## config.mk

```make
export PLATFORM = sky130hd
export DESIGN_NAME = alu_seq_flat
export DESIGN_NICKNAME = d
export VERILOG_FILES = /design/src/rtl/alu_seq_if.sv /design/src/rtl/alu_seq.sv /design/src/flat_wrapper.sv
export SDC_FILE = /design/constraint.sdc
export NUM_CORES = 1
export LEC_CHECK = 0
export ABC_AREA = 1
export CAP_MARGIN = 0
export CELL_PAD_IN_SITES_DETAIL_PLACEMENT = 1
export CELL_PAD_IN_SITES_GLOBAL_PLACEMENT = 1
export CORE_MARGIN = 2
export CORE_UTILIZATION = 40
export DETAILED_ROUTE_END_ITERATION = 8
export MAX_ROUTING_LAYER = met4
export PLACE_DENSITY = 0.78
export SKIP_CTS_REPAIR_TIMING = 1
export SYNTH_ARGS = -nofsm -noshare
export SYNTH_HDL_FRONTEND = slang
export SYNTH_SLANG_ARGS = --single-unit
```

## constraint.sdc

```tcl
create_clock -name sClk -period 5.4 [get_ports sClk]
set_clock_uncertainty 0.05 [all_clocks]
set_input_delay 0.81 -clock sClk [delete_from_list [all_inputs] [get_ports sClk]]
set_output_delay 0.81 -clock sClk [all_outputs]
set_load 0.01 [all_outputs]
```

## src/rtl/alu_seq_if.sv

```systemverilog
// Handshake and data bus between the control unit / register file buses and
// the sequential ALU. The ALU side uses the slave modport.
interface alu_seq_if #(
    parameter int DATAWIDTH = 8,
    parameter int SELECTION = 4
);
    logic                 sValidIn;
    logic                 sReadyOut;
    logic [SELECTION-1:0] sSelAlu;
    logic [DATAWIDTH-1:0] sDataInBusA;
    logic [DATAWIDTH-1:0] sDataInBusB;
    logic [DATAWIDTH-1:0] sDataOutBusC;
    logic                 sValidOut;
    logic                 sCarry;
    logic                 sOverflow;
    logic                 sNegative;
    logic                 sZero;
    logic                 sPar;

    modport master (
        output sValidIn, sSelAlu, sDataInBusA, sDataInBusB,
        input  sReadyOut, sDataOutBusC, sValidOut,
        input  sCarry, sOverflow, sNegative, sZero, sPar
    );

    modport slave (
        input  sValidIn, sSelAlu, sDataInBusA, sDataInBusB,
        output sReadyOut, sDataOutBusC, sValidOut,
        output sCarry, sOverflow, sNegative, sZero, sPar
    );
endinterface

```

## src/rtl/alu_seq.sv

```systemverilog
// Registered, handshaked ALU. Single-cycle ops complete at the accept edge;
// MULL/MULH run an iterative shift-add multiply, one partial product per cycle.
//
//   state | meaning
//   IDLE  | ready; single-cycle ops accepted and completed each cycle
//   MUL   | shift-add multiply in progress; requests ignored
module alu_seq #(
    parameter int DATAWIDTH = 8,
    parameter int SELECTION = 4
) (
    input  logic     sClk,
    input  logic     sReset,
    alu_seq_if.slave bus
);
    localparam int W  = DATAWIDTH;
    localparam int CW = $clog2(DATAWIDTH + 1);

    localparam logic [SELECTION-1:0] OP_PASSA = SELECTION'(0);
    localparam logic [SELECTION-1:0] OP_SUB   = SELECTION'(1);
    localparam logic [SELECTION-1:0] OP_ADD   = SELECTION'(2);
    localparam logic [SELECTION-1:0] OP_LSR   = SELECTION'(3);
    localparam logic [SELECTION-1:0] OP_LSL   = SELECTION'(4);
    localparam logic [SELECTION-1:0] OP_PASSB = SELECTION'(5);
    localparam logic [SELECTION-1:0] OP_AND   = SELECTION'(6);
    localparam logic [SELECTION-1:0] OP_OR    = SELECTION'(7);
    localparam logic [SELECTION-1:0] OP_XOR   = SELECTION'(8);
    localparam logic [SELECTION-1:0] OP_NOT   = SELECTION'(9);
    localparam logic [SELECTION-1:0] OP_ASR   = SELECTION'(10);
    localparam logic [SELECTION-1:0] OP_ROL   = SELECTION'(11);
    localparam logic [SELECTION-1:0] OP_ADC   = SELECTION'(12);
    localparam logic [SELECTION-1:0] OP_SBB   = SELECTION'(13);
    localparam logic [SELECTION-1:0] OP_MULL  = SELECTION'(14);
    localparam logic [SELECTION-1:0] OP_MULH  = SELECTION'(15);

    typedef enum logic {
        IDLE = 1'b0,
        MUL  = 1'b1
    } state_t;

    state_t         state_q, state_d;
    logic [W-1:0]   res_q, res_d;
    logic           carry_q, carry_d;
    logic           ovf_q, ovf_d;
    logic           neg_q, neg_d;
    logic           zero_q, zero_d;
    logic           par_q, par_d;
    logic           valid_q, valid_d;
    logic [2*W-1:0] mul_a_q, mul_a_d;
    logic [W-1:0]   mul_b_q, mul_b_d;
    logic [2*W-1:0] acc_q, acc_d;
    logic [CW-1:0]  cnt_q, cnt_d;
    logic           hi_sel_q, hi_sel_d;

    logic           ready;
    logic           accept;
    logic           is_mul;

    logic [W:0]     a_x, b_x, cin_x, ext_r;
    logic [W-1:0]   alu_res;
    logic           alu_cy, alu_ov;

    logic [2*W-1:0] step_acc;
    logic           wr_en;
    logic [W-1:0]   wr_res;
    logic           wr_cy, wr_ov;

    assign ready  = (state_q == IDLE);
    assign accept = bus.sValidIn & ready;
    assign is_mul = (bus.sSelAlu == OP_MULL) || (bus.sSelAlu == OP_MULH);

    // Single-cycle datapath: result, carry and overflow for the requested opcode.
    // Add/sub run one bit wider so bit W is the carry-out / borrow.
    always_comb begin
        a_x     = {1'b0, bus.sDataInBusA};
        b_x     = {1'b0, bus.sDataInBusB};
        cin_x   = {{W{1'b0}}, ((bus.sSelAlu == OP_ADC) || (bus.sSelAlu == OP_SBB)) & carry_q};
        ext_r   = '0;
        alu_res = bus.sDataInBusA;
        alu_cy  = 1'b0;
        alu_ov  = 1'b0;
        case (bus.sSelAlu)
            OP_PASSA: alu_res = bus.sDataInBusA;
            OP_SUB, OP_SBB: begin
                ext_r   = a_x - b_x - cin_x;
                alu_res = ext_r[W-1:0];
                alu_cy  = ext_r[W];
                alu_ov  = (bus.sDataInBusA[W-1] != bus.sDataInBusB[W-1]) &&
                          (ext_r[W-1] != bus.sDataInBusA[W-1]);
            end
            OP_ADD, OP_ADC: begin
                ext_r   = a_x + b_x + cin_x;
                alu_res = ext_r[W-1:0];
                alu_cy  = ext_r[W];
                alu_ov  = (bus.sDataInBusA[W-1] == bus.sDataInBusB[W-1]) &&
                          (ext_r[W-1] != bus.sDataInBusA[W-1]);
            end
            OP_LSR: begin
                alu_res = {1'b0, bus.sDataInBusA[W-1:1]};
                alu_cy  = bus.sDataInBusA[0];
            end
            OP_LSL: begin
                alu_res = {bus.sDataInBusA[W-2:0], 1'b0};
                alu_cy  = bus.sDataInBusA[W-1];
            end
            OP_PASSB: alu_res = bus.sDataInBusB;
            OP_AND:   alu_res = bus.sDataInBusA & bus.sDataInBusB;
            OP_OR:    alu_res = bus.sDataInBusA | bus.sDataInBusB;
            OP_XOR:   alu_res = bus.sDataInBusA ^ bus.sDataInBusB;
            OP_NOT:   alu_res = ~bus.sDataInBusA;
            OP_ASR: begin
                alu_res = {bus.sDataInBusA[W-1], bus.sDataInBusA[W-1:1]};
                alu_cy  = bus.sDataInBusA[0];
            end
            OP_ROL: begin
                alu_res = {bus.sDataInBusA[W-2:0], bus.sDataInBusA[W-1]};
                alu_cy  = bus.sDataInBusA[W-1];
            end
            default: alu_res = bus.sDataInBusA;
        endcase
    end

    // FSM next state, multiplier stepping and result/flag write-back.
    // The last shift-add step and the write share one edge, giving a
    // W+1 cycle accept-to-valid latency for multiplies.
    always_comb begin
        state_d  = state_q;
        res_d    = res_q;
        carry_d  = carry_q;
        ovf_d    = ovf_q;
        neg_d    = neg_q;
        zero_d   = zero_q;
        par_d    = par_q;
        valid_d  = 1'b0;
        mul_a_d  = mul_a_q;
        mul_b_d  = mul_b_q;
        acc_d    = acc_q;
        cnt_d    = cnt_q;
        hi_sel_d = hi_sel_q;
        step_acc = acc_q + (mul_b_q[0] ? mul_a_q : '0);
        wr_en    = 1'b0;
        wr_res   = '0;
        wr_cy    = 1'b0;
        wr_ov    = 1'b0;

        if (state_q == IDLE) begin
            if (accept) begin
                if (is_mul) begin
                    mul_a_d  = {{W{1'b0}}, bus.sDataInBusA};
                    mul_b_d  = bus.sDataInBusB;
                    acc_d    = '0;
                    cnt_d    = CW'(W);
                    hi_sel_d = (bus.sSelAlu == OP_MULH);
                    state_d  = MUL;
                end else begin
                    wr_en  = 1'b1;
                    wr_res = alu_res;
                    wr_cy  = alu_cy;
                    wr_ov  = alu_ov;
                end
            end
        end else begin
            acc_d   = step_acc;
            mul_a_d = mul_a_q << 1;
            mul_b_d = mul_b_q >> 1;
            cnt_d   = cnt_q - CW'(1);
            if (cnt_q == CW'(1)) begin
                wr_en   = 1'b1;
                wr_res  = hi_sel_q ? step_acc[2*W-1:W] : step_acc[W-1:0];
                wr_cy   = (step_acc[2*W-1:W] != '0);
                wr_ov   = (step_acc[2*W-1:W] != '0);
                state_d = IDLE;
            end
        end

        if (wr_en) begin
            res_d   = wr_res;
            carry_d = wr_cy;
            ovf_d   = wr_ov;
            neg_d   = wr_res[W-1];
            zero_d  = (wr_res == '0);
            par_d   = ~wr_res[0];
            valid_d = 1'b1;
        end
    end

    // State, result, flag and multiplier registers.
    always_ff @(posedge sClk or posedge sReset) begin
        if (sReset) begin
            state_q  <= IDLE;
            res_q    <= '0;
            carry_q  <= 1'b0;
            ovf_q    <= 1'b0;
            neg_q    <= 1'b0;
            zero_q   <= 1'b0;
            par_q    <= 1'b0;
            valid_q  <= 1'b0;
            mul_a_q  <= '0;
            mul_b_q  <= '0;
            acc_q    <= '0;
            cnt_q    <= '0;
            hi_sel_q <= 1'b0;
        end else begin
            state_q  <= state_d;
            res_q    <= res_d;
            carry_q  <= carry_d;
            ovf_q    <= ovf_d;
            neg_q    <= neg_d;
            zero_q   <= zero_d;
            par_q    <= par_d;
            valid_q  <= valid_d;
            mul_a_q  <= mul_a_d;
            mul_b_q  <= mul_b_d;
            acc_q    <= acc_d;
            cnt_q    <= cnt_d;
            hi_sel_q <= hi_sel_d;
        end
    end

    assign bus.sReadyOut    = ready;
    assign bus.sValidOut    = valid_q;
    assign bus.sDataOutBusC = res_q;
    assign bus.sCarry       = carry_q;
    assign bus.sOverflow    = ovf_q;
    assign bus.sNegative    = neg_q;
    assign bus.sZero        = zero_q;
    assign bus.sPar         = par_q;
endmodule
```

## src/flat_wrapper.sv

```systemverilog
// flat-port wrapper written by rule: the top's interface ports become plain ports
module alu_seq_flat 
#(
    parameter int DATAWIDTH = 8,
    parameter int SELECTION = 4
)
  (sClk, sReset, bus_sValidIn, bus_sSelAlu, bus_sDataInBusA, bus_sDataInBusB, bus_sReadyOut, bus_sDataOutBusC, bus_sValidOut, bus_sCarry, bus_sOverflow, bus_sNegative, bus_sZero, bus_sPar);
  alu_seq_if #(.DATAWIDTH(DATAWIDTH), .SELECTION(SELECTION)) bus_i ();
  input  logic sClk;
  input  logic sReset;
  input wire logic [$bits(bus_i.sValidIn)-1:0] bus_sValidIn;
  input wire logic [$bits(bus_i.sSelAlu)-1:0] bus_sSelAlu;
  input wire logic [$bits(bus_i.sDataInBusA)-1:0] bus_sDataInBusA;
  input wire logic [$bits(bus_i.sDataInBusB)-1:0] bus_sDataInBusB;
  output wire logic [$bits(bus_i.sReadyOut)-1:0] bus_sReadyOut;
  output wire logic [$bits(bus_i.sDataOutBusC)-1:0] bus_sDataOutBusC;
  output wire logic [$bits(bus_i.sValidOut)-1:0] bus_sValidOut;
  output wire logic [$bits(bus_i.sCarry)-1:0] bus_sCarry;
  output wire logic [$bits(bus_i.sOverflow)-1:0] bus_sOverflow;
  output wire logic [$bits(bus_i.sNegative)-1:0] bus_sNegative;
  output wire logic [$bits(bus_i.sZero)-1:0] bus_sZero;
  output wire logic [$bits(bus_i.sPar)-1:0] bus_sPar;
  assign bus_i.sValidIn = bus_sValidIn;
  assign bus_i.sSelAlu = bus_sSelAlu;
  assign bus_i.sDataInBusA = bus_sDataInBusA;
  assign bus_i.sDataInBusB = bus_sDataInBusB;
  assign bus_sReadyOut = bus_i.sReadyOut;
  assign bus_sDataOutBusC = bus_i.sDataOutBusC;
  assign bus_sValidOut = bus_i.sValidOut;
  assign bus_sCarry = bus_i.sCarry;
  assign bus_sOverflow = bus_i.sOverflow;
  assign bus_sNegative = bus_i.sNegative;
  assign bus_sZero = bus_i.sZero;
  assign bus_sPar = bus_i.sPar;
  alu_seq #(.DATAWIDTH(DATAWIDTH), .SELECTION(SELECTION)) u_core (.sClk(sClk), .sReset(sReset), .bus(bus_i));
endmodule
```

== Yosys cells after proc, flatten, opt, wreduce, memory -nomap -nowiden ==
Cells that the tools add are included.
Cells by class
  reduce and logical (&&, ||, !) cells: 14
  order comparisons: 0
  shifts and indexed selects: 0
  equality and inequality tests: 20
  muxes and demuxes: 37
  bitwise gates (word level): 8
  multiply operators: 0
  divide/modulo/power cells: 0
  $add $sub $neg: 6
Operator list (count)
  16-bit 2-to-1 mux: 7
  8-bit one-hot mux with 11 select lines: 1
  8-bit 2-to-1 mux: 8
  4-bit equality test (second input constant): 8
  16-bit adder: 1
  4-bit by 3-bit equality test with 1-bit output (second input constant): 4
  1-bit 2-to-1 mux: 16
  4-bit 2-to-1 mux: 3
  8-bit by 8-bit adder with 9-bit output: 1
  9-bit by 1-bit adder with 9-bit output: 1
  8-bit by 8-bit subtractor with 9-bit output: 1
  9-bit by 1-bit subtractor with 9-bit output: 1
  8-bit bitwise AND: 1
  4-bit by 1-bit equality test with 1-bit output (second input constant): 2
  4-bit by 2-bit equality test with 1-bit output (second input constant): 2
  8-bit zero test: 1
  8-bit inverter: 1
  8-bit bitwise OR: 1
  8-bit nonzero test: 1
  2-bit OR reduction: 4
  8-bit XOR: 1
  1-bit one-hot mux with 4 select lines: 1
  2-bit nonzero test: 2
  4-bit by 1-bit subtractor with 4-bit output (second input constant): 1
  other kinds (9): 15
Word-level totals
  memories: 0
  flip-flop bits (word level): 60
  bits in latches: 0
  output and inout port bits: 15
  word-level logic and storage cells: 98
  input bits: 23
  RAM bits: 0
  bits in read-only memories: 0

== Logic depth before layout (Yosys ltp) ==
Gate-level depths: netlist of the first run.
  word-level depth: 10
  mapped depth: 21
  mapped depth without buffers: 21

== Worst setup path before layout of the first run ==
Ideal clock, no wire load.
  path type: input to register
  from: input port bus_sSelAlu[2]
  to: register u_core.zero_q, in the netlist u_core.bus.sZero
  setup slack: 2.616 ns
  arrival time: 2.669 ns
  library setup time: 0.066 ns
  path buffers: 0
  cell stages on the path: 18
  required time: 5.284 ns
  cells stage by stage: nand2_1 inv_1 nand3_1 inv_1 fa_1 ha_1 xor2_1 nand2_1 nand3_1 nor2_1 nand2_1 nand2_1 nand2_1 nor2_1 nand2_1 nor2_2 nand2_1 nand2_1
On the way
  longest elaborated chain between the ends: 9
  elaborated cells on any way between the ends: 30
  those cells by class: add/sub (2); eq/ne (15); mux (7); bitwise (1); reduce/logical (5)
RTL lines
  from (decl): line flat_wrapper.sv:12  | input wire logic [$bits(bus_i.sSelAlu)-1:0] bus_sSelAlu;
  4-bit equality test: line alu_seq.sv:76, alu_seq.sv:81
  1-bit logical OR: line alu_seq.sv:76  | cin_x = {{W{1'b0}}, ((bus.sSelAlu == OP_ADC) || (bus.sSelAlu == OP_SBB)) & carry_q};
  1-bit bitwise AND: line alu_seq.sv:76
  9-bit by 1-bit adder with 9-bit output / 9-bit by 1-bit subtractor with 9-bit output (equally long branches): line alu_seq.sv:91, alu_seq.sv:84
  8-bit one-hot mux with 11 select lines: line alu_seq.sv:81  | case (bus.sSelAlu)
  8-bit 2-to-1 mux: line alu_seq.sv:147  | if (is_mul) begin
  8-bit 2-to-1 mux: line alu_seq.sv:146  | if (accept) begin
  8-bit 2-to-1 mux: line alu_seq.sv:145  | if (state_q == IDLE) begin
  8-bit zero test: line alu_seq.sv:180  | zero_d = (wr_res == '0);
  to (signal assigned): line alu_seq.sv:208  | zero_q <= zero_d;
  to (decl): line alu_seq.sv:45  | logic zero_q, zero_d;
Several ways; a longest one is shown, not always the timed one.
A chain may end at the register's enable or synchronous reset.

== Worst setup path in the final report of the first run ==
  from: input port bus_sDataInBusA[4]
  to: register u_core.zero_q, in the netlist u_core.bus.sZero
On the way
  longest elaborated chain between the ends: 7
  elaborated cells on any way between the ends: 13
  those cells by class: add/sub (4); mux (4); bitwise (4); reduce/logical (1)
RTL lines
  from (decl): line flat_wrapper.sv:13  | input wire logic [$bits(bus_i.sDataInBusA)-1:0] bus_sDataInBusA;
  8-bit by 8-bit adder with 9-bit output / 8-bit by 8-bit subtractor with 9-bit output (equally long branches): line alu_seq.sv:91, alu_seq.sv:84
  9-bit by 1-bit adder with 9-bit output / 9-bit by 1-bit subtractor with 9-bit output (equally long branches): line alu_seq.sv:91, alu_seq.sv:84
  8-bit one-hot mux with 11 select lines (*): line alu_seq.sv:81
  8-bit 2-to-1 mux (*): line alu_seq.sv:147
  8-bit 2-to-1 mux (*): line alu_seq.sv:146
  8-bit 2-to-1 mux (*): line alu_seq.sv:145
  8-bit zero test (*): line alu_seq.sv:180
Every way passes the cells marked *; elsewhere a longest branch is shown, timed or not.

==> run_results.csv, run 1 <==
group,metric,value,unit
setup_path,cp_top_family,"buffers and inverters",
run,maxCapViolCount,0,
sta,setup_viol,0,
yosys,async_reset_ff_share,100.0,%
yosys,ys_ff_latch,59,
power_and_ir_drop,p_switching,1.177,mW
yosys,synth.distinct_cells,42,
detailed_routing,vias,5914,
clock_tree,clk_pin_slew,60,ps
yosys,synth_seq_area_share,25.90,%
setup_path,worst-endpoint-arrival,3700,ps
finish,final_cell_count_no_fill,1122,
clock_tree,cts.sinks,59,
global_routing,antenna_found_initial,0,
sta,finalHoldViolCount,0,
placement,dp_slack,1592,ps
power_and_ir_drop,switching_share,44.15,%
global_routing,first_global_vias,5911,
setup_path,crit_type,"input pin to register",
placement,dp_hpwl,15630,um
setup_path,crit_path_end_kind,"register",
placement,placed_area,6210,um^2
outcome,status,"completed",
yosys,avgSynthCellArea,6.292,um^2
sta,fmax,0.2877,GHz
sta,fin_crit_sh,64.36,%
sta,final.setup.worst_slack,1925,ps
yosys,yosysWarnings,0,
detailed_routing,wl_per_cell,17.56,um
yosys,syn_inst,906,
clock_tree,cts_htree_levels,3,
detailed_routing,drt_iter0_drc,398,
yosys,synth_fa_ha_area_share,12.07,%
power_and_ir_drop,p_int,1.489,mW
global_routing,grt_overflow,0,
floorplanning,coreArea,13880,um^2
placement,place_inst,1106,
power_and_ir_drop,p_leak,3.649,nW
global_routing,grt_max_degree,60,
clock_tree,cts-root-buf,"clkbuf_16",
finish,final_nets,1012,
power_and_ir_drop,pwr-share-clk,22.5,%
setup_path,crit_path_frequent_cell,"nand2_1",
finish,fill_cells,1915,
setup_path,critical_path.cell_chain,"clkdlybuf4s50_1, inv_1, ha_1, ha_1, inv_1, o21bai_1, a21oi_1, nand2_1, nand2_1, nand3_1, nand3_1, nand2_1, nand2_1, nor2_1, nand2_1, nand2_1",
finish,antenna_cells,0,
power_and_ir_drop,finalPower,2.666,mW
floorplanning,ios,38,
detailed_routing,drt_wl_total,19700,um
power_and_ir_drop,p_seq_share,29.2,%
clock_tree,clk-insertion-delay-late,330,ps
clock_tree,cts_max_path_buffers,2,
setup_path,crit_path_start_kind,"input pin",
floorplanning,die_area,15220,um^2
yosys,synth_compound_area_share,10.34,%
clock_tree,cts_buffers,9,
yosys,synth_top_family_by_area,"simple AND/OR/NAND/NOR gates",
sta,timing.final.crit_period,3475,ps
power_and_ir_drop,p_per_area,408.8,nW/um^2
power_and_ir_drop,pwr-share-comb,48.3,%
setup_path,cp.required,5620,ps
yosys,synth-simple-area-share,37.18,%
clock_tree,cts_tree,"done",
sta,max_slew_margin,34.99,%
detailed_routing,drc,0,
sta,hold_slack,433.0,ps
global_routing,grt_pass1_wl,31820,um
placement,io_buffers,37,
setup_path,cpMaxStageDelayCell,"clkdlybuf4s50_1",
power_and_ir_drop,ir_worst_vdd,0.2574,mV
sta,tns,0,ps
finish,multiInputGateArea,3476,um^2
detailed_routing,drtAntennaViolNets,0,
finish,design_area,6523,um^2
yosys,synth_nets,981,
sta,max_slew.worst_pin.slew,971.6,ps
finish,finish.utilization,46.99,%
floorplanning,start_util,41.07,%
yosys,synth_ff_type,"dfrtp_1",
floorplanning,rows,43,
setup_path,path_max_fanout,6,
sta,drv_slew,0,
floorplanning,dieHeight,123.4,um
yosys,muxShareOfSynthArea,0,%
yosys,synth_edf_count,0,
worst_hold_path,hp-class,"register to register",
floorplanning,fp.dieW,123.4,um
placement,gp_congestion,0.9598,
finish,syn_to_final_growth,14.42,%
finish,seq_area,1476,um^2
yosys,syn_area,5700,um^2
global_routing,grt_use_total,28.50,%
finish,drive_gt1_share,5.202,%
detailed_routing,drtPass1Iterations,5,
sta,rsz0062_at_grt,"false",
detailed_routing,routed_via_density,5.271,
setup_path,path_buf_inv,3,
yosys,synth_xor_area_share,1.383,%
setup_path,critPathMaxStageDelay,750,ps
[synth_stat cells, types with 8 or more instances]
cell | instances | share of area, %
nand2_1 | 305 | 20
inv_1 | 161 | 11
nand3_1 | 85 | 7.5
nor2_1 | 62 | 4.1
dfrtp_1 | 59 | 26
ha_1 | 47 | 10
a21oi_1 | 30 | 2.6
o21ai_0 | 29 | 2.5
o22ai_1 | 14 | 1.5
clkbuf_1 | 12 | 0.79
and2_1 | 10 | 1.1
nand4_1 | 10 | 1.1
inv_2 | 8 | 0.53
[cells in the final DEF (no fill, tap or decap), types with 5 or more instances in the layout]
cell type,instances
o21ai_0,29
o221ai_1,7
o22ai_1,14
inv_1,160
fa_1,5
xor2_1,5
nor2_4,5
inv_2,9
clkbuf_16,9
nand2_1,305
ha_1,47
clkdlybuf4s50_1,37
nor2_1,62
a21oi_1,30
nand3_1,85
and2_1,10
nand4_1,10
nor2_2,6
dfrtp_1,59
[path summary, 6_finish.rpt]
kind                                                              from                                endpoint  slack, ps  depth (start not counted)
min in group asynchronous                                       sReset             u_core.acc_q[4]$_DFFE_PP0P_        970                          3
worst min-delay path            u_core.bus.sDataOutBusC[4]$_DFFE_PP0P_  u_core.bus.sDataOutBusC[4]$_DFFE_PP0P_        430                          2
worst max register to register           u_core.mul_b_q[0]$_DFFE_PP0P_           u_core.bus.sCarry$_DFFE_PP0P_       2330                         14
worst min register to register  u_core.bus.sDataOutBusC[4]$_DFFE_PP0P_  u_core.bus.sDataOutBusC[4]$_DFFE_PP0P_        430                          2
max in group asynchronous                                       sReset  u_core.bus.sDataOutBusC[5]$_DFFE_PP0P_       3820                          3
worst max-delay path                                bus_sDataInBusA[4]            u_core.bus.sZero$_DFFE_PP0P_       1920                         16
[routing by layer]
metal	share of wire [%]	wire length [um]	track usage (%)
met1	47	9356	39.48
met2	44	8670	42.38
met3	5.9	1168	4.797
met4	2.6	508	9.162
met5	0	0	-
[registers in the layout, summed over array words and instances, names as in the netlist, 4 cells and up]
| name | cells |
|---|---|
| u_core.bus.sDataOutBusC | 7 |
| u_core.acc_q | 16 |
| u_core.mul_a_q | 16 |
| u_core.mul_b_q | 8 |
| u_core.cnt_q | 4 |
[layout make-up]
| type | instances | share of cell area (%) |
|---|---|---|
| clock inverters | 5 | 0.9208 |
| flip-flops and latches | 59 | 22.64 |
| multi-input cells | 657 | 53.29 |
| clock buffers | 11 | 3.875 |
| inverters | 170 | 9.802 |
| repair buffers | 40 | 6.023 |
| well taps | 180 | 3.453 |
[worst min-delay path, cell delays in order (launching register included)]
cell     delay (ps)
dfrtp_1         340
nand2_1          60
nand2_1          50
[cells by family after synthesis]
group,after synthesis
buf+inv,190
simple gates,496
flops,59
compound gates,100
xor+xnor,9
fa+ha+maj,52
[power by group through the flow]
stage | Clock, mW | Sequential (mW) | Combinational (mW)
6_report | 0.601 | 0.779 | 1.29
5_1_grt | 0.636 | 0.806 | 1.45
4_1_cts | 0.608 | 0.779 | 1.29
3_5_place_dp | 0 | 0.785 | 1.27
3_3_place_gp | 0 | 0.775 | 1.24
2_1_floorplan | 0 | 0.732 | 0.872
(Power assumes the default switching activity.)
==> run 2: changes to the inputs <==
==> constraint.sdc (replaced) <==
create_clock -name sClk -period 3.4 [get_ports sClk]
set_clock_uncertainty 0.05 [all_clocks]
set_input_delay 0.51 -clock sClk [delete_from_list [all_inputs] [get_ports sClk]]
set_output_delay 0.51 -clock sClk [all_outputs]
set_load 0.01 [all_outputs]
==> run 2 against run 1 <==
Net effect: sequential power grew 54%; register-to-register slack lost 1700 ps; clock power grew 51%; global-route usage grew 0.35 points; worst hold slack lost 5.7 ps; largest power group unchanged.
==> run_results.csv, run 2 (synthesis results as in run 1) <==
group,metric,value,unit
global_routing,antenna_found_initial,0,
detailed_routing,highest_layer,"met4",
sta,tns,0,ps
setup_path,path_max_fanout,3,
floorplanning,die_area,15220,um^2
floorplanning,start_util,41.07,%
floorplanning,rows,43,
power_and_ir_drop,p_per_area,627.5,nW/um^2
setup_path,cp_top_family,"simple AND/OR/NAND/NOR gates",
finish,most-common-layout-cells,"305 x nand2_1, 160 x inv_1, 85 x nand3_1",
global_routing,grt_pass1_wl,31920,um
detailed_routing,route.met2.wl,9366,um
finish,fill_cells,1874,
finish,syn_to_final_growth,17.93,%
clock_tree,cts_tree,"done",
sta,rsz0062_at_grt,"false",
detailed_routing,drtAntennaViolNets,0,
sta,setup_viol,0,
placement,placed_area,6427,um^2
clock_tree,cts_htree_levels,3,
global_routing,grt_overflow,0,
sta,max_slew_margin,41.17,%
setup_path,critPathMaxStageDelay,480,ps
clock_tree,cts_buffers,9,
detailed_routing,drt_iter0_drc,460,
setup_path,crit_path_end_kind,"register",
placement,dp_hpwl,16390,um
clock_tree,cts.sinks,59,
finish,antenna_cells,0,
global_routing,first_global_vias,5945,
placement,io_buffers,37,
detailed_routing,met1Wirelength,9543,um
detailed_routing,wl_met3,1016,um
setup_path,crit_path_frequent_cell,"nand2_1",
sta,fmax,0.3341,GHz
finish,drive_gt1_share,7.732,%
floorplanning,ios,38,
setup_path,path_buf_inv,2,
finish,final_cell_count_no_fill,1150,
setup_path,cp.required,3620,ps
power_and_ir_drop,p_leak,3.784,nW
sta,drv_slew,0,
finish,design_area,6723,um^2
run,maxCapViolCount,0,
clock_tree,clk-insertion-delay-late,330,ps
placement,gp_congestion,0.9678,
detailed_routing,vias,6048,
setup_path,crit_type,"input pin to register",
finish,top_regs,"u_core.acc_q (16), u_core.mul_a_q (16), u_core.mul_b_q (8)",
global_routing,grt_use_total,28.85,%
clock_tree,clk_pin_slew,50,ps
detailed_routing,routed_via_density,5.259,
finish,final_common_cell,"nand2_1",
finish,finish.utilization,48.43,%
detailed_routing,drc,0,
detailed_routing,drt_wl_total,20220,um
global_routing,grt_max_degree,60,
detailed_routing,wl_per_cell,17.58,um
placement,place_inst,1135,
sta,finalHoldViolCount,0,
outcome,status,"completed",
finish,final_nets,1041,
floorplanning,dieHeight,123.4,um
floorplanning,coreArea,13880,um^2
floorplanning,fp.dieW,123.4,um
worst_hold_path,hp-class,"register to register",
clock_tree,cts-root-buf,"clkbuf_16",
setup_path,crit_path_start_kind,"input pin",
sta,timing.final.crit_period,2993,ps
power_and_ir_drop,ir_worst_vdd,0.2662,mV
clock_tree,cts_max_path_buffers,2,
detailed_routing,drtPass1Iterations,5,
sta,max_slew.worst_pin.slew,881.4,ps
sta,hold_slack,427.3,ps
setup_path,worst-endpoint-arrival,3210,ps
sta,fin_crit_sh,88.03,%
setup_path,critical_path.cell_chain,"clkdlybuf4s50_1, nand2_1, inv_1, nand3_1, fa_1, fa_1, xnor2_1, nand2_1, nand3_1, nor2_1, nand2_1, nand2_1, nand2_1, nor2_2, nand2_1, nor2_1, nand2_1, nand2_1",
setup_path,cpMaxStageDelayCell,"clkdlybuf4s50_1",
## run 2: changes by cell type in the layout (fill, tap and decap cells not counted), sizes merged
cell / previous run / this run
clkinv: 3 / 2
clkinvlp: 1 / 0
clkbuf: 11 / 13
inv: 170 / 169
buf: 3 / 32
## run 2: final cells by class
cell class / instances / area (um^2) / share of cell area, %
Sequential cell: 59 / 1476 / 21.96
Tap cell: 180 / 225.2 / 3.350
Timing Repair Buffer: 69 / 610.6 / 9.082
Clock buffer: 13 / 260.3 / 3.871
Multi-Input combinational cell: 657 / 3476 / 51.70
Clock inverter: 2 / 35.03 / 0.5211
Inverter: 170 / 639.4 / 9.511
## run 2: metrics by stage
step	setup WS, ps	total power, mW
2_1_floorplan	915.8	2.547
3_3_place_gp	199.3	3.222
3_5_place_dp	84.18	3.291
4_1_cts	414.6	4.246
5_1_grt	210.5	4.560
6_report	406.9	4.219
## run 2: final timing paths
check                                              startpoint  slack, ps                       endpoint  cells after the start
max in group asynchronous                              sReset       2100    u_core.bus.sPar$_DFFE_PP0P_                      3
worst max register to register  u_core.mul_b_q[0]$_DFFE_PP0P_        630  u_core.bus.sCarry$_DFFE_PP0P_                     14
min in group asynchronous                              sReset        680    u_core.cnt_q[0]$_DFFE_PP0P_                      3
worst min register to register   u_core.bus.sZero$_DFFE_PP0P_        430   u_core.bus.sZero$_DFFE_PP0P_                      2
worst max-delay path                           bus_sSelAlu[2]        410   u_core.bus.sZero$_DFFE_PP0P_                     18
worst min-delay path             u_core.bus.sZero$_DFFE_PP0P_        430   u_core.bus.sZero$_DFFE_PP0P_                      2
## run 2: worst reg2reg max path, stage by stage, from the launching register on
cell	delay [ps]
dfrtp_1	490
nand2_1	80
inv_1	70
ha_1	240
fa_1	320
nand2_1	100
a21oi_1	360
nand3_1	200
nand4_1	150
and2_1	160
nand2_1	70
nor2_1	100
nand2_1	50
nand2_1	120
nand3_1	100
## run 2: per-layer routing
layer,GRT usage [%],vias to the layer above
met5,-,-
met4,7.386,0
met3,3.598,18
met2,44.54,143
met1,40.12,2933
li1,-,2954
## run 2: report_power, final
group	internal (mW)	switching, mW
registers	0.993	0.209
clock network	0.601	0.309
logic	0.805	1.30
==> run 3: changes to the inputs <==
--- a/config.mk
+++ b/config.mk
@@ -11,6 +11,7 @@
 export CELL_PAD_IN_SITES_GLOBAL_PLACEMENT = 1
 export CORE_MARGIN = 2
 export CORE_UTILIZATION = 40
+export CTS_BUF_LIST = sky130_fd_sc_hd__clkbuf_8
 export DETAILED_ROUTE_END_ITERATION = 8
 export MAX_ROUTING_LAYER = met4
 export PLACE_DENSITY = 0.78
==> run 3 against run 2 <==
Net effect: combinational power about the same; clock power down 29%; first-iteration DRC count up 4.6%; non-clock buffer count unchanged; maximum frequency up 0.47%; core utilization down 0.73 points; critical path type unchanged; critical endpoint unchanged; die area unchanged; setup slack better by 14 ps; largest power group unchanged; cell count unchanged; wire length down 1.1%; final area down 1.5%; sequential cell count unchanged.
==> run_results.csv, run 3 (synthesis results as in run 1) <==
group,metric,value,unit
global_routing,grt_max_degree,60,
sta,tns,0,ps
sta,fmax,0.3357,GHz
finish,final_cell_count_no_fill,1150,
setup_path,critPathMaxStageDelay,480,ps
finish,top_regs,"u_core.acc_q (16), u_core.mul_a_q (16), u_core.mul_b_q (8)",
power_and_ir_drop,p_leak,3.746,nW
placement,place_inst,1135,
clock_tree,clk_pin_slew,60,ps
finish,final_common_cell,"nand2_1",
setup_path,crit_path_end_kind,"register",
run,maxCapViolCount,0,
worst_hold_path,hp-class,"register to register",
detailed_routing,drt_wl_total,19990,um
floorplanning,ios,38,
floorplanning,die_area,15220,um^2
setup_path,worst-endpoint-arrival,3220,ps
setup_path,cpMaxStageDelayCell,"clkdlybuf4s50_1",
global_routing,grt_use_total,28.73,%
floorplanning,dieHeight,123.4,um
clock_tree,clk-insertion-delay-late,360,ps
floorplanning,fp.dieW,123.4,um
finish,antenna_cells,0,
sta,finalHoldViolCount,0,
sta,setup_viol,0,
finish,final_nets,1041,
power_and_ir_drop,p_per_area,596.0,nW/um^2
floorplanning,coreArea,13880,um^2
global_routing,first_global_vias,5880,
global_routing,met2_usage,44.23,%
setup_path,cp.required,3640,ps
clock_tree,cts_tree,"done",
setup_path,cp.depth,18,
detailed_routing,vias,5969,
finish,drive_gt1_share,7.732,%
floorplanning,start_util,41.07,%
detailed_routing,drt_iter0_drc,481,
sta,rsz0062_at_grt,"false",
finish,finish.utilization,47.70,%
detailed_routing,wl_per_cell,17.38,um
detailed_routing,drtAntennaViolNets,0,
global_routing,grt.busiest_layer,"met2",
sta,max_slew.worst_pin.slew,876.6,ps
detailed_routing,drc,0,
global_routing,grt_overflow,0,
global_routing,grt_pass1_wl,31830,um
sta,timing.final.crit_period,2979,ps
placement,dp_hpwl,16390,um
setup_path,cp_top_family,"simple AND/OR/NAND/NOR gates",
worst_hold_path,hold_path_depth,2,
finish,syn_to_final_growth,16.15,%
setup_path,crit_type,"input pin to register",
clock_tree,cts_max_path_buffers,2,
clock_tree,cts_htree_levels,3,
sta,drv_slew,0,
setup_path,crit_path_frequent_cell,"nand2_1",
setup_path,path_max_fanout,3,
global_routing,use_met1,40.77,%
setup_path,critical_path.cell_chain,"clkdlybuf4s50_1, nand2_1, inv_1, nand3_1, fa_1, fa_1, xnor2_1, nand2_1, nand3_1, nor2_1, nand2_1, nand2_1, nand2_1, nor2_2, nand2_1, nor2_1, nand2_1, nand2_1",
power_and_ir_drop,finalPower,3.946,mW
outcome,status,"completed",
setup_path,crit_path_start_kind,"input pin",
detailed_routing,drtPass1Iterations,4,
finish,most-common-layout-cells,"305 x nand2_1, 162 x inv_1, 85 x nand3_1",
sta,hold_slack,428.5,ps
sta,fin_crit_sh,87.62,%
clock_tree,cts-root-buf,"clkbuf_8",
sta,max_slew_margin,41.50,%
clock_tree,cts_buffers,9,
setup_path,rr_worst_depth,14,
power_and_ir_drop,ir_worst_vdd,0.2854,mV
global_routing,globalRouteMet3Util,3.367,%
detailed_routing,routed_via_density,5.190,
global_routing,antenna_found_initial,0,
finish,fill_cells,1889,
setup_path,path_buf_inv,2,
placement,io_buffers,37,
setup_path,rrSetupSlack,600,ps
clock_tree,cts.sinks,59,
floorplanning,rows,43,
placement,gp_congestion,0.9678,
## run 3: changes by cell type in the layout (fill, tap and decap cells not counted), sizes merged
cell    previous run  this run
clkbuf            13        11
inv              169       171
## run 3: worst paths after layout
path / from / endpoint
worst max-delay path: bus_sSelAlu[2] / u_core.bus.sZero$_DFFE_PP0P_
worst min-delay path: u_core.bus.sZero$_DFFE_PP0P_ / u_core.bus.sZero$_DFFE_PP0P_
worst max register to register: u_core.mul_b_q[0]$_DFFE_PP0P_ / u_core.bus.sCarry$_DFFE_PP0P_
worst min register to register: u_core.bus.sZero$_DFFE_PP0P_ / u_core.bus.sZero$_DFFE_PP0P_
max in group asynchronous: sReset / u_core.bus.sPar$_DFFE_PP0P_
min in group asynchronous: sReset / u_core.acc_q[2]$_DFFE_PP0P_
## run 3: stage by stage
stage	setup slack [ps]	instance area [um^2]
3_3_place_gp	199.3	6427
4_1_cts	440.1	6621
3_5_place_dp	84.18	6427
5_1_grt	239.0	6621
6_report	420.9	6621
2_1_floorplan	915.8	5700
## run 3: area by class of cell
class / count / area, um^2 / share of cell area [%]
flip-flops and latches: 59 / 1476 / 22.30
well taps: 180 / 225.2 / 3.401
clock buffers: 11 / 151.4 / 2.286
clock inverters: 4 / 42.54 / 0.6425
multi-input cells: 657 / 3476 / 52.49
repair buffers: 69 / 610.6 / 9.221
inverters: 170 / 639.4 / 9.656
## run 3: power breakdown
group,internal (mW),switching [mW]
logic,0.804,1.29
registers,0.991,0.210
clock network,0.368,0.280
total,2.16,1.78
## run 3: per-layer routing
metal | wire length (um) | up-vias
li1 | - | 2958
met1 | 9759 | 2871
met2 | 9223 | 124
met3 | 751 | 16
met4 | 258 | 0
met5 | 0 | -
## run 3: worst min-delay path, delay by kind of cell (launching register included)
kind	cells	cell delay [ps]
flops	1	340
simple gates	2	100
